### src/rtl/mem_arbiter.sv
// Round-robin memory arbiter with lockable grants, bank power gating and an
// in-order read tag pipeline that steers memory responses back to requesters.
module mem_arbiter #(
  parameter int NUM_REQ = 3,
  parameter int BANK_W  = 5,
  parameter int ADDR_W  = 16,
  parameter int DATA_W  = 8,
  parameter int RD_LAT  = 2
) (
  input  logic                       clk,
  input  logic                       rst,
  input  logic [NUM_REQ-1:0]         req_valid,
  output logic [NUM_REQ-1:0]         req_ready,
  input  logic [NUM_REQ-1:0]         req_we,
  input  logic [NUM_REQ-1:0]         req_lock,
  input  logic [NUM_REQ*BANK_W-1:0]  req_bank,
  input  logic [NUM_REQ*ADDR_W-1:0]  req_addr,
  input  logic [NUM_REQ*DATA_W-1:0]  req_wdata,
  output logic [NUM_REQ-1:0]         rsp_valid,
  output logic                       rsp_err,
  output logic [DATA_W-1:0]          rsp_data,
  input  logic [(2**BANK_W)-1:0]     bank_power_en,
  output logic                       mem_we,
  output logic                       mem_re,
  output logic [BANK_W-1:0]          mem_bank_sel,
  output logic [ADDR_W-1:0]          mem_addr,
  output logic [DATA_W-1:0]          mem_wdata,
  input  logic                       mem_rsp_valid,
  input  logic [DATA_W-1:0]          mem_rsp_data,
  output logic                       dbg_state
);

  localparam int ID_W = (NUM_REQ > 1) ? $clog2(NUM_REQ) : 1;

  typedef enum logic {S_IDLE = 1'b0, S_LOCKED = 1'b1} state_t;

  state_t              r_state, w_state_nxt;
  logic [ID_W-1:0]     r_owner, w_owner_nxt;
  logic [ID_W-1:0]     r_rr_ptr, w_rr_nxt;
  logic [3:0]          r_lock_cnt, w_lock_cnt_nxt;

  logic                w_grant;
  logic [ID_W-1:0]     w_gidx;
  logic [ID_W:0]       w_sum;

  logic [BANK_W-1:0]   w_bank_a  [NUM_REQ];
  logic [ADDR_W-1:0]   w_addr_a  [NUM_REQ];
  logic [DATA_W-1:0]   w_wdata_a [NUM_REQ];
  logic [BANK_W-1:0]   w_acc_bank;
  logic                w_acc_pwr, w_acc_we, w_acc_lock;

  logic                r_mem_we, r_mem_re;
  logic [BANK_W-1:0]   r_mem_bank;
  logic [ADDR_W-1:0]   r_mem_addr;
  logic [DATA_W-1:0]   r_mem_wdata;

  logic                r_tag_v   [RD_LAT+1];
  logic [ID_W-1:0]     r_tag_id  [RD_LAT+1];
  logic                r_tag_err [RD_LAT+1];
  logic                w_fire;

  always_comb begin
    for (int i = 0; i < NUM_REQ; i++) begin
      w_bank_a[i]  = req_bank[i*BANK_W +: BANK_W];
      w_addr_a[i]  = req_addr[i*ADDR_W +: ADDR_W];
      w_wdata_a[i] = req_wdata[i*DATA_W +: DATA_W];
    end
  end

  // Handshake: a request on port i is accepted in exactly the cycles where
  // req_valid[i] and req_ready[i] are both high; req_ready is one-hot or zero
  // and never depends on req_ready itself, only on req_valid and FSM state.
  always_comb begin
    w_grant = 1'b0;
    w_gidx  = '0;
    w_sum   = '0;
    if (!rst) begin
      if (r_state == S_LOCKED) begin
        w_grant = req_valid[r_owner];
        w_gidx  = r_owner;
      end else begin
        // Walk downward so the port closest to r_rr_ptr is written last and wins.
        for (int k = NUM_REQ - 1; k >= 0; k--) begin
          w_sum = {1'b0, r_rr_ptr} + (ID_W+1)'(k);
          if (w_sum >= (ID_W+1)'(NUM_REQ)) w_sum = w_sum - (ID_W+1)'(NUM_REQ);
          if (req_valid[w_sum[ID_W-1:0]]) begin
            w_grant = 1'b1;
            w_gidx  = w_sum[ID_W-1:0];
          end
        end
      end
    end
  end

  always_comb begin
    req_ready  = w_grant ? (NUM_REQ'(1) << w_gidx) : '0;
    w_acc_bank = w_bank_a[w_gidx];
    w_acc_pwr  = bank_power_en[w_acc_bank];
    w_acc_we   = req_we[w_gidx];
    w_acc_lock = req_lock[w_gidx];
    dbg_state  = r_state;
  end

  always_comb begin
    w_state_nxt    = r_state;
    w_owner_nxt    = r_owner;
    w_lock_cnt_nxt = '0;
    w_rr_nxt       = r_rr_ptr;
    if (w_grant) w_rr_nxt = (w_gidx == ID_W'(NUM_REQ - 1)) ? '0 : w_gidx + 1'b1;
    case (r_state)
      S_IDLE: begin
        if (w_grant && w_acc_lock) begin
          w_state_nxt = S_LOCKED;
          w_owner_nxt = w_gidx;
        end
      end
      S_LOCKED: begin
        if (w_grant && !w_acc_lock) begin
          w_state_nxt = S_IDLE;
        end else if (!req_valid[r_owner]) begin
          // Sixteenth consecutive idle cycle of the owner releases the lock.
          if (r_lock_cnt == 4'd15) w_state_nxt = S_IDLE;
          else                     w_lock_cnt_nxt = r_lock_cnt + 4'd1;
        end
      end
      default: w_state_nxt = S_IDLE;
    endcase
  end

  always_ff @(posedge clk) begin
    if (rst) begin
      r_state    <= S_IDLE;
      r_owner    <= '0;
      r_rr_ptr   <= '0;
      r_lock_cnt <= '0;
    end else begin
      r_state    <= w_state_nxt;
      r_owner    <= w_owner_nxt;
      r_rr_ptr   <= w_rr_nxt;
      r_lock_cnt <= w_lock_cnt_nxt;
    end
  end

  always_ff @(posedge clk) begin
    if (rst) begin
      r_mem_we    <= 1'b0;
      r_mem_re    <= 1'b0;
      r_mem_bank  <= '0;
      r_mem_addr  <= '0;
      r_mem_wdata <= '0;
      for (int s = 0; s <= RD_LAT; s++) begin
        r_tag_v[s]   <= 1'b0;
        r_tag_id[s]  <= '0;
        r_tag_err[s] <= 1'b0;
      end
    end else begin
      r_mem_we <= w_grant && w_acc_pwr && w_acc_we;
      r_mem_re <= w_grant && w_acc_pwr && !w_acc_we;
      if (w_grant && w_acc_pwr) begin
        r_mem_bank  <= w_acc_bank;
        r_mem_addr  <= w_addr_a[w_gidx];
        r_mem_wdata <= w_wdata_a[w_gidx];
      end
      // Dropped reads ride the same pipeline so responses stay in accept order.
      r_tag_v[0]   <= w_grant && !w_acc_we;
      r_tag_id[0]  <= w_gidx;
      r_tag_err[0] <= !w_acc_pwr;
      for (int s = 1; s <= RD_LAT; s++) begin
        r_tag_v[s]   <= r_tag_v[s-1];
        r_tag_id[s]  <= r_tag_id[s-1];
        r_tag_err[s] <= r_tag_err[s-1];
      end
    end
  end

  always_comb begin
    mem_we       = r_mem_we && !rst;
    mem_re       = r_mem_re && !rst;
    mem_bank_sel = rst ? '0 : r_mem_bank;
    mem_addr     = rst ? '0 : r_mem_addr;
    mem_wdata    = rst ? '0 : r_mem_wdata;
    w_fire       = !rst && r_tag_v[RD_LAT] && (r_tag_err[RD_LAT] || mem_rsp_valid);
    rsp_valid    = w_fire ? (NUM_REQ'(1) << r_tag_id[RD_LAT]) : '0;
    rsp_err      = w_fire && r_tag_err[RD_LAT];
    rsp_data     = (w_fire && !r_tag_err[RD_LAT]) ? mem_rsp_data : '0;
  end

endmodule

### config.mk
export PLATFORM = sky130hd
export DESIGN_NAME = mem_arbiter
export DESIGN_NICKNAME = d
export VERILOG_FILES = /design/src/rtl/mem_arbiter.sv
export SDC_FILE = /design/constraint.sdc
export NUM_CORES = 1
export LEC_CHECK = 0
export BUFFER_PORTS_ARGS = -buffer_cell sky130_fd_sc_hd__buf_4
export CAP_MARGIN = 25
export CORE_MARGIN = 2
export CORE_UTILIZATION = 42
export CTS_CLUSTER_DIAMETER = 200
export DETAILED_ROUTE_END_ITERATION = 16
export GPL_ROUTABILITY_DRIVEN = 0
export PLACE_DENSITY = 0.87
export SLEW_MARGIN = 0
export SYNTH_ARGS = -nofsm -noshare
export SYNTH_HDL_FRONTEND = slang
export SYNTH_SLANG_ARGS = --single-unit
### constraint.sdc
create_clock -name clk -period 3.44 [get_ports clk]
set_input_delay 0.688 -clock clk [delete_from_list [all_inputs] [get_ports clk]]
set_output_delay 0.688 -clock clk [all_outputs]
set_load 0.1 [all_outputs]
==> flow_summary.yaml, run 1 <==
drt:
  vias: 4420
  antenna_left: 0
  firstDrtPassIters: 5
  drc_errors: 0
  wl_um: 13100
  wl_per_cell_um: 16.3
  drt_iter0_drc: 165
  via_per_inst: 5.50
grt:
  grt_pass1_vias: 4367
  track_usage: 0.244
  grt_pass1_wl_um: 19700
  overflow: 0
  grt_max_degree: 43
  antenna_found_initial: 0
floorplanning:
  core_um2: 8640
  dieArea_um2: 9610
  die_w_um: 98.0
  rows: 34
  start_util: 0.430
  ios: 186
  die_h_um: 98.0
critical_path:
  crit_chain: "inv_2 -> ha_4 -> and2_4 -> o21ai_4 -> a41oi_4 -> inv_4 -> buf_6 -> mux2i_4 -> o2bb2ai_4 -> a311o_2 -> a2111oi_4 -> a221oi_2 -> a21o_2 -> buf_6 -> buf_12 -> a221oi_2"
  slowest_delay_ns: 0.40
  cp_slowest_cell: "a311o_2"
  cp_max_fo: 11
  crit_arrival_ns: 3.74
  cp-end-kind: "flip-flop"
  cp_data_required_time_ns: 3.66
  start_kind: "flip-flop"
  critPathKind: "reg2reg"
clock_tree:
  clockRootBuffer: "clkbuf_8"
  cts_tree: "built"
  clkTransAtPathRegs_ns: 0.09
  cts_buffer_depth: 2
  clk_latency_ns: 0.29
  h-tree-depth: 2
  cts.sinks: 52
  cts_made_buffers: 5
finish:
  area_growth_syn_to_layout_pct: 66.0
  final_nets: 837
  antenna_cells: 0
  final_util: 0.714
  finalInstanceArea_um2: 6160
  layout-drive-gt1-share: 0.496
sta:
  worstMarginPinSlew_ns: 0.481
  rsz0062_at_grt: "yes"
  post-route-period-util: 1.03
  slew_headroom: 0.679
  drv_slew: 0
  setup_tns_ns: -1.54
  max_freq_ghz: 0.284
  min_period_ns: 3.53
  finalHoldViolCount: 0
  finalSetupViolations: 26
  holdWs_ns: 0.443
  setup_slack_ns: -0.0868
  finClkSkew_ns: 0.00379
logic_synthesis:
  synth.area.top_cells: "dfxtp_1 (28%), a221oi_2 (12%), nand2_1 (9.1%), a221oi_1 (5.7%), nor2_1 (5.6%)"
  ys_warn_count: 0
  yosys-top-cells-count: "nand2_1 (90), nor2_1 (55), dfxtp_1 (52)"
  yosysTopAreaCellShare: 0.280
  yosysMostFrequentCell: "nand2_1"
  synth-seq-cells: 52
  synth-edff-count: 0
  netlist_area_um2: 3710
  synthArstFlopShare: 0
  synth_top_area_cell: "dfxtp_1"
  synth_flop_cell: "dfxtp_1"
  synth_cells: 470
  yosysUniqueCellTypes: 64
  avgSynthCellArea_um2: 7.90
  yosysSeqAreaShare: 0.280
  synth_fp_nets: 612
min_path:
  hold_path.class: "reg2reg"
pwr:
  p_leak_uw: 0.00275
  power_uw: 2610
  powerDensity_nw_per_um2: 424
  peakVddDrop_v: 0.000264
run:
  maxCapViolCount: 0
status:
  violations: "setup timing"
  status: "finished, violations left"
place:
  place_area_um2: 5470
  hpwl_um: 9300
  io_buffers: 185
## final timing paths
kind / startpoint / end / slack (ns) / cells after the start
max: r_rr_ptr[0]$_SDFFE_PP0P_ / r_mem_addr[0]$_SDFFE_PP0P_ / -0.09 / 16
min: r_tag_v[0][0]$_SDFF_PP0_ / r_tag_v[0][1]$_SDFF_PP0_ / 0.44 / 1
min reg2reg: r_tag_v[0][0]$_SDFF_PP0_ / r_tag_v[0][1]$_SDFF_PP0_ / 0.44 / 1
max reg2reg: r_rr_ptr[0]$_SDFFE_PP0P_ / r_mem_addr[0]$_SDFFE_PP0P_ / -0.09 / 16
## worst max-delay path: cells and delay by family, from the launching register on
kind	cells	cell delay, ns
fa+ha+maj	1	0.23
mux	1	0.25
buf+inv	5	0.61
simple gates	1	0.19
flops	1	0.36
compound gates	8	1.81
## metal layers
| layer | vias to the layer above | share of wire | track usage |
|---|---|---|---|
| met2 | 206 | 0.53 | 0.471 |
| li1 | 2121 | - | - |
| met5 | - | 0 | 0 |
| met4 | 0 | 0.032 | 0.0780 |
| met3 | 41 | 0.064 | 0.0487 |
| met1 | 2052 | 0.37 | 0.264 |
## stage by stage
| stage | std cells | setup slack (ns) |
|---|---|---|
| floorplan | 470 | -0.573 |
| global placement | 772 | 0.0108 |
| detailed placement | 772 | -0.166 |
| CTS | 788 | 0.00226 |
| global route | 804 | -0.190 |
| finish | 804 | -0.0868 |
## state kept, by name, indices dropped and copies added, names as in the netlist
name / cells
r_mem_bank: 5
r_tag_v: 3
r_tag_id: 6
r_mem_re: 1
r_lock_cnt: 4
dbg_state: 1
r_rr_ptr: 2
r_tag_err: 3
r_mem_wdata: 8
r_mem_we: 1
r_owner: 2
r_mem_addr: 16
## cells in the final DEF (no fill, tap or decap), types with 3 or more instances in the layout
| cell | count |
|---|---|
| nor2_4 | 3 |
| nand2_1 | 88 |
| a211oi_1 | 3 |
| buf_4 | 236 |
| a221oi_2 | 30 |
| nand3_1 | 4 |
| a21boi_0 | 4 |
| a21oi_1 | 4 |
| and2_1 | 10 |
| a221oi_1 | 24 |
| nor3_4 | 3 |
| o21ai_0 | 10 |
| nor2b_1 | 13 |
| and3_1 | 3 |
| clkbuf_8 | 5 |
| mux2i_4 | 3 |
| buf_6 | 7 |
| inv_1 | 36 |
| nand3b_1 | 3 |
| nand2b_1 | 4 |
| buf_12 | 5 |
| or3_1 | 4 |
| dfxtp_1 | 49 |
| clkbuf_16 | 3 |
| nor2_1 | 53 |
| mux2i_1 | 11 |
| nor3b_1 | 3 |
## timing repair
| action | in CTS | in global routing |
|---|---|---|
| cloned | 1 | 3 |
| hold buffers | 0 | 0 |
| resized for setup | 25 | 38 |
| endpoints found under the setup margin | 32 | 34 |
| setup buffers | 7 | 13 |
| pin swaps | 5 | 27 |
## power by group
group / switching [uW] / internal, uW
combinational: 869 / 619
clock: 197 / 215
sequential: 26.4 / 685
total: 1090 / 1520
## area by class of cell
| cell class | count | area, um^2 |
|---|---|---|
| timing repair buffer | 253 | 2070 |
| fill | 626 | 2470 |
| multi-input combinational | 344 | 2650 |
| sequential | 52 | 1050 |
| clock inverter | 3 | 42.5 |
| inverter | 39 | 149 |
| clock buffer | 5 | 68.8 |
| tap | 108 | 135 |
## logic make-up after synthesis
logic type,share of synthesized area
AOI/OAI and AO/OA,0.314
xor gates and xnor gates,0.00472
adders and majority gates,0.0101
buffers and inverters,0.0903
DFF,0.280
muxes,0.0465
and+or+nand+nor,0.254
Note: power is estimated with default switching activity, not from simulation.
==> inputs of run 2 (changes only) <==
--- a/config.mk
+++ b/config.mk
@@ -17,3 +17,4 @@
 export SYNTH_ARGS = -nofsm -noshare
 export SYNTH_HDL_FRONTEND = slang
 export SYNTH_SLANG_ARGS = --single-unit
+export TNS_END_PERCENT = 50
==> run 2 against run 1 <==
  * The flow still finishes with violations (setup timing)
  * Cell count decreased by 0.62%
  * Largest cell class unchanged
  * Critical path type unchanged
  * First-iteration DRC count grew 34%
  * Critical path depth unchanged
==> flow_summary.yaml, run 2 (same netlist as run 1, synthesis figures left out) <==
critical_path:
  cp_max_fo: 11
  start_kind: "flip-flop"
  cp_slowest_cell: "a311o_2"
  crit_arrival_ns: 3.72
  rr_worst_depth: 16
  crit_chain: "inv_2 -> ha_4 -> and2_4 -> o21ai_4 -> a41oi_4 -> inv_4 -> buf_6 -> mux2i_4 -> o2bb2ai_4 -> a311o_2 -> a2111oi_4 -> a221oi_2 -> a21o_2 -> buf_6 -> buf_12 -> a221oi_2"
  cp_data_required_time_ns: 3.65
  rr_startpoint: "r_rr_ptr[0]$_SDFFE_PP0P_"
  slowest_delay_ns: 0.40
  r2r-end: "r_mem_addr[5]$_SDFFE_PP0P_"
  crit_start: "r_rr_ptr[0]$_SDFFE_PP0P_"
  cp-end-kind: "flip-flop"
  critPathKind: "reg2reg"
  worst-r2r-setup-slack_ns: -0.08
clock_tree:
  cts.sinks: 52
  h-tree-depth: 2
  cts_buffer_depth: 2
  cts_tree: "built"
  clockRootBuffer: "clkbuf_8"
  cts_made_buffers: 5
  clkTransAtPathRegs_ns: 0.09
  clk_latency_ns: 0.29
drt:
  wl_met1_um: 4830
  dr_wl_met3_um: 794
  wl_per_cell_um: 16.1
  firstDrtPassIters: 5
  antenna_left: 0
  drc_errors: 0
  wl_um: 12900
  drt_iter0_drc: 221
  top_layer: "met4"
  dr_wl_met2_um: 6860
  via_per_inst: 5.51
  vias: 4404
finish:
  largest_register: "r_mem_addr"
  final_cell_mix: "buf_4 (233), nand2_1 (88), nor2_1 (53)"
  final_common_cell: "buf_4"
  instances_no_fill: 799
  top_regs: "r_mem_addr x16, r_mem_wdata x8, r_tag_id x6"
  final_nets: 832
  antenna_cells: 0
  area_growth_syn_to_layout_pct: 62.8
  final_util: 0.700
  layout-drive-gt1-share: 0.488
  largest_reg_flops: 16
pwr:
  p_leak_uw: 0.00270
  powerDensity_nw_per_um2: 418
  peakVddDrop_v: 0.000266
sta:
  worstMarginPinSlew_ns: 0.475
  rsz0062_at_grt: "yes"
  max_freq_ghz: 0.284
  post-route-period-util: 1.02
  slew_headroom: 0.683
  finClkSkew_ns: 0.00587
  setup_slack_ns: -0.0771
  finalSetupViolations: 25
  min_period_ns: 3.52
  setup_tns_ns: -1.34
  drv_slew: 0
  finalHoldViolCount: 0
  holdWs_ns: 0.442
min_path:
  whs_endpoint: "r_tag_id[0][2]$_SDFF_PP0_"
  min_from: "r_tag_id[0][0]$_SDFF_PP0_"
  whs_path_depth: 1
  hold_path.class: "reg2reg"
place:
  io_buffers: 185
  hpwl_um: 9300
  placedCellCount: 772
floorplanning:
  core_um2: 8640
  dieArea_um2: 9610
  rows: 34
  die_h_um: 98.0
  die_w_um: 98.0
  ios: 186
  start_util: 0.430
grt:
  overflow: 0
  track_usage: 0.244
  grt_pass1_vias: 4367
  grt_max_degree: 43
  grt_pass1_wl_um: 19700
  antenna_found_initial: 0
run:
  maxCapViolCount: 0
status:
  violations: "setup timing"
  status: "finished, violations left"
run 2: where the power goes:
part / switching (uW) / internal, uW / leakage (uW) / total [uW]
logic: 842 / 566 / 0.00222 / 1410
registers: 26.1 / 685 / 0.000427 / 711
clock network: 192 / 215 / 0.0000541 / 407
run 2: routing by layer:
metal	up-vias	global-route usage
met2	216	0.471
met4	0	0.0780
met5	-	0
met3	41	0.0487
li1	2112	-
met1	2035	0.264
run 2: how the worst max path moves through the flow:
stage / to / slack (ns) / depth (start not counted)
floorplan: rsp_valid[1] / -0.57 / 4
global placement: r_mem_addr[7]$_SDFFE_PP0P_ / 0.01 / 12
detailed placement: r_mem_addr[5]$_SDFFE_PP0P_ / -0.17 / 13
CTS: r_mem_bank[1]$_SDFFE_PP0P_ / 0.002 / 14
global route: r_mem_addr[12]$_SDFFE_PP0P_ / -0.20 / 18
finish: r_mem_addr[5]$_SDFFE_PP0P_ / -0.08 / 16
run 2: what timing repair did:
action	4_1_cts	5_1_grt
gates resized for setup	25	30
setup buffers	7	10
cloned	1	1
endpoints found under the setup margin	32	34
endpoints found under the hold margin	0	0
pin swaps	5	30
hold buffers	0	0
run 2: layout make-up:
type                    count  area [um^2]
repair buffers            248         2000
multi-input cells         344         2610
fillers                   645         2590
inverters                  39          149
clock buffers               5         68.8
flip-flops and latches     52         1050
clock inverters             3         42.5
well taps                 108          135
run 2: stage by stage:
step / instance area [um^2] / power, uW / setup slack, ns
5_1_grt: 6040 / 2650 / -0.201
3_3_place_gp: 5470 / 1940 / 0.0108
2_1_floorplan: 3740 / 1580 / -0.573
4_1_cts: 5780 / 2440 / 0.00226
3_5_place_dp: 5470 / 1980 / -0.166
6_report: 6040 / 2530 / -0.0771
run 2: critical path, delay by kind of cell, from the launching register on:
kind | cells | cell delay [ns]
mux | 1 | 0.24
compound gates | 8 | 1.80
flops | 1 | 0.36
fa+ha+maj | 1 | 0.23
simple gates | 1 | 0.19
buf+inv | 5 | 0.63
==> inputs of run 3 (changes only) <==
--- a/config.mk
+++ b/config.mk
@@ -7,7 +7,7 @@
 export LEC_CHECK = 0
 export BUFFER_PORTS_ARGS = -buffer_cell sky130_fd_sc_hd__buf_4
 export CAP_MARGIN = 25
-export CORE_MARGIN = 2
+export CORE_MARGIN = 4
 export CORE_UTILIZATION = 42
 export CTS_CLUSTER_DIAMETER = 200
 export DETAILED_ROUTE_END_ITERATION = 16
==> run 3 against run 2 <==
  * The flow still finishes with violations (setup timing)
  * Fmax grew 0.28%
  * Final area shrank 2.2%
  * Register-to-register slack hardly changed
  * Sequential cell count stayed put
  * Clock skew grew 0.00090 ns
  * Global-route usage fell by 1.8 points
  * Combinational power fell by 6%
  * Clock-buffer cell count grew 1
  * Wire length is 2.3% higher
  * Total power down 2.6%
  * First-iteration DRC count up 6.3%
  * Largest cell class unchanged
  * Largest power group unchanged
  * Highest routed layer unchanged
==> flow_summary.yaml, run 3 (same netlist as run 1, synthesis figures left out) <==
floorplanning:
  core_um2: 8680
  dieArea_um2: 10400
  die_w_um: 102
  start_util: 0.428
  die_h_um: 102
  rows: 34
  ios: 186
clock_tree:
  cts_tree: "built"
  cts_made_buffers: 5
  cts.sinks: 52
  hold_buffers: 0
  cts_buffer_depth: 2
  clkTransAtPathRegs_ns: 0.09
  h-tree-depth: 2
  clockRootBuffer: "clkbuf_8"
  clk_latency_ns: 0.31
finish:
  final_util: 0.681
  layout-drive-gt1-share: 0.474
  final_common_cell: "buf_4"
  top_regs: "r_mem_addr x16, r_mem_wdata x8, r_tag_id x6"
  area_growth_syn_to_layout_pct: 59.2
  largest_reg_flops: 16
  largest_register: "r_mem_addr"
  antenna_cells: 0
  final_nets: 814
  final_cell_mix: "buf_4 (219), nand2_1 (88), nor2_1 (54)"
  instances_no_fill: 781
grt:
  overflow: 0
  grt_pass1_wl_um: 19100
  antenna_found_initial: 0
  grt_pass1_vias: 4117
  grt_max_degree: 77
  track_usage: 0.226
critical_path:
  crit_arrival_ns: 3.73
  cp_max_fo: 10
  critPathKind: "reg2reg"
  cp_data_required_time_ns: 3.66
  start_kind: "flip-flop"
  cp-end-kind: "flip-flop"
drt:
  firstDrtPassIters: 5
  vias: 4369
  antenna_left: 0
  via_per_inst: 5.59
  wl_um: 13200
  drc_errors: 0
  wl_per_cell_um: 16.9
  drt_iter0_drc: 235
sta:
  post-route-period-util: 1.02
  finalHoldViolCount: 0
  finalSetupViolations: 21
  setup_slack_ns: -0.0672
  drv_slew: 0
  finClkSkew_ns: 0.00677
  slew_headroom: 0.371
  rsz0062_at_grt: "yes"
  worstMarginPinSlew_ns: 0.944
  min_period_ns: 3.51
  max_freq_ghz: 0.285
run:
  maxCapViolCount: 0
place:
  io_buffers: 185
  placedCellCount: 761
  hpwl_um: 9390
pwr:
  p_leak_uw: 0.00262
  power_uw: 2460
  peakVddDrop_v: 0.000276
  powerDensity_nw_per_um2: 416
status:
  violations: "setup timing"
  status: "finished, violations left"
min_path:
  hold_path.class: "reg2reg"
run 3: cell count changes in the layout (fill, tap and decap cells not counted), moves of 2 or more:
| cell | change |
|---|---|
| a221oi_4 | +2 |
| buf_4 | -14 |
| a221oi_2 | -2 |
| buf_6 | -2 |
| buf_12 | -2 |
| mux2i_4 | -2 |
run 3: final timing paths:
path                               from                         end  slack, ns  cells past startpoint
min reg2reg  r_tag_err[0][1]$_SDFF_PP0_  r_tag_err[0][2]$_SDFF_PP0_       0.44                      1
min          r_tag_err[0][1]$_SDFF_PP0_  r_tag_err[0][2]$_SDFF_PP0_       0.44                      1
max reg2reg    r_rr_ptr[0]$_SDFFE_PP0P_  r_mem_addr[6]$_SDFFE_PP0P_      -0.07                     14
max            r_rr_ptr[0]$_SDFFE_PP0P_  r_mem_addr[6]$_SDFFE_PP0P_      -0.07                     14
run 3: what timing repair did:
action,4_1_cts,5_1_grt
resized for setup,16,40
setup buffers,3,9
cloned,1,1
setup endpoints to repair,32,34
pin swaps,6,28
run 3: per-stage QoR:
stage	hold WS, ns	TNS [ns]	instance area (um^2)	setup slack [ns]
2_1_floorplan	0.414	-1.70	3740	-0.573
3_3_place_gp	0.417	0	5390	0.0240
3_5_place_dp	0.427	-3.07	5390	-0.129
4_1_cts	0.449	0	5650	0.0123
5_1_grt	0.463	-3.99	5910	-0.179
6_report	0.442	-0.618	5910	-0.0672
run 3: power breakdown:
part | internal [uW] | total (uW) | switching (uW) | leakage (uW)
clock network | 216 | 415 | 199 | 0.0000552
logic | 504 | 1330 | 827 | 0.00214
registers | 686 | 714 | 28.2 | 0.000427
run 3: per-layer routing:
metal  wire [um]  share of wire  track usage
met5           0              0            0
met4         303          0.023       0.0686
met3         872          0.066       0.0464
met2        7010           0.53        0.403
met1        4980           0.38        0.273
run 3: cell type report:
type                    count  area, um^2
multi-input cells         344        2640
fillers                   686        2770
clock inverters             2        35.0
clock buffers               6        72.6
inverters                  39         151
well taps                 108         135
repair buffers            230        1830
flip-flops and latches     52        1040
run 3: critical path, cell delays in order (launching register included):
cell       delay, ns
dfxtp_2         0.34
buf_4           0.15
ha_4            0.19
nor3b_4         0.19
a21oi_2         0.07
a41oi_4         0.35
clkinv_4        0.17
mux2i_1         0.27
o2bb2ai_2       0.12
a311o_2         0.41
a2111oi_4       0.30
a221oi_2        0.08
a21o_2          0.25
bufbuf_16       0.29
a221oi_2        0.25
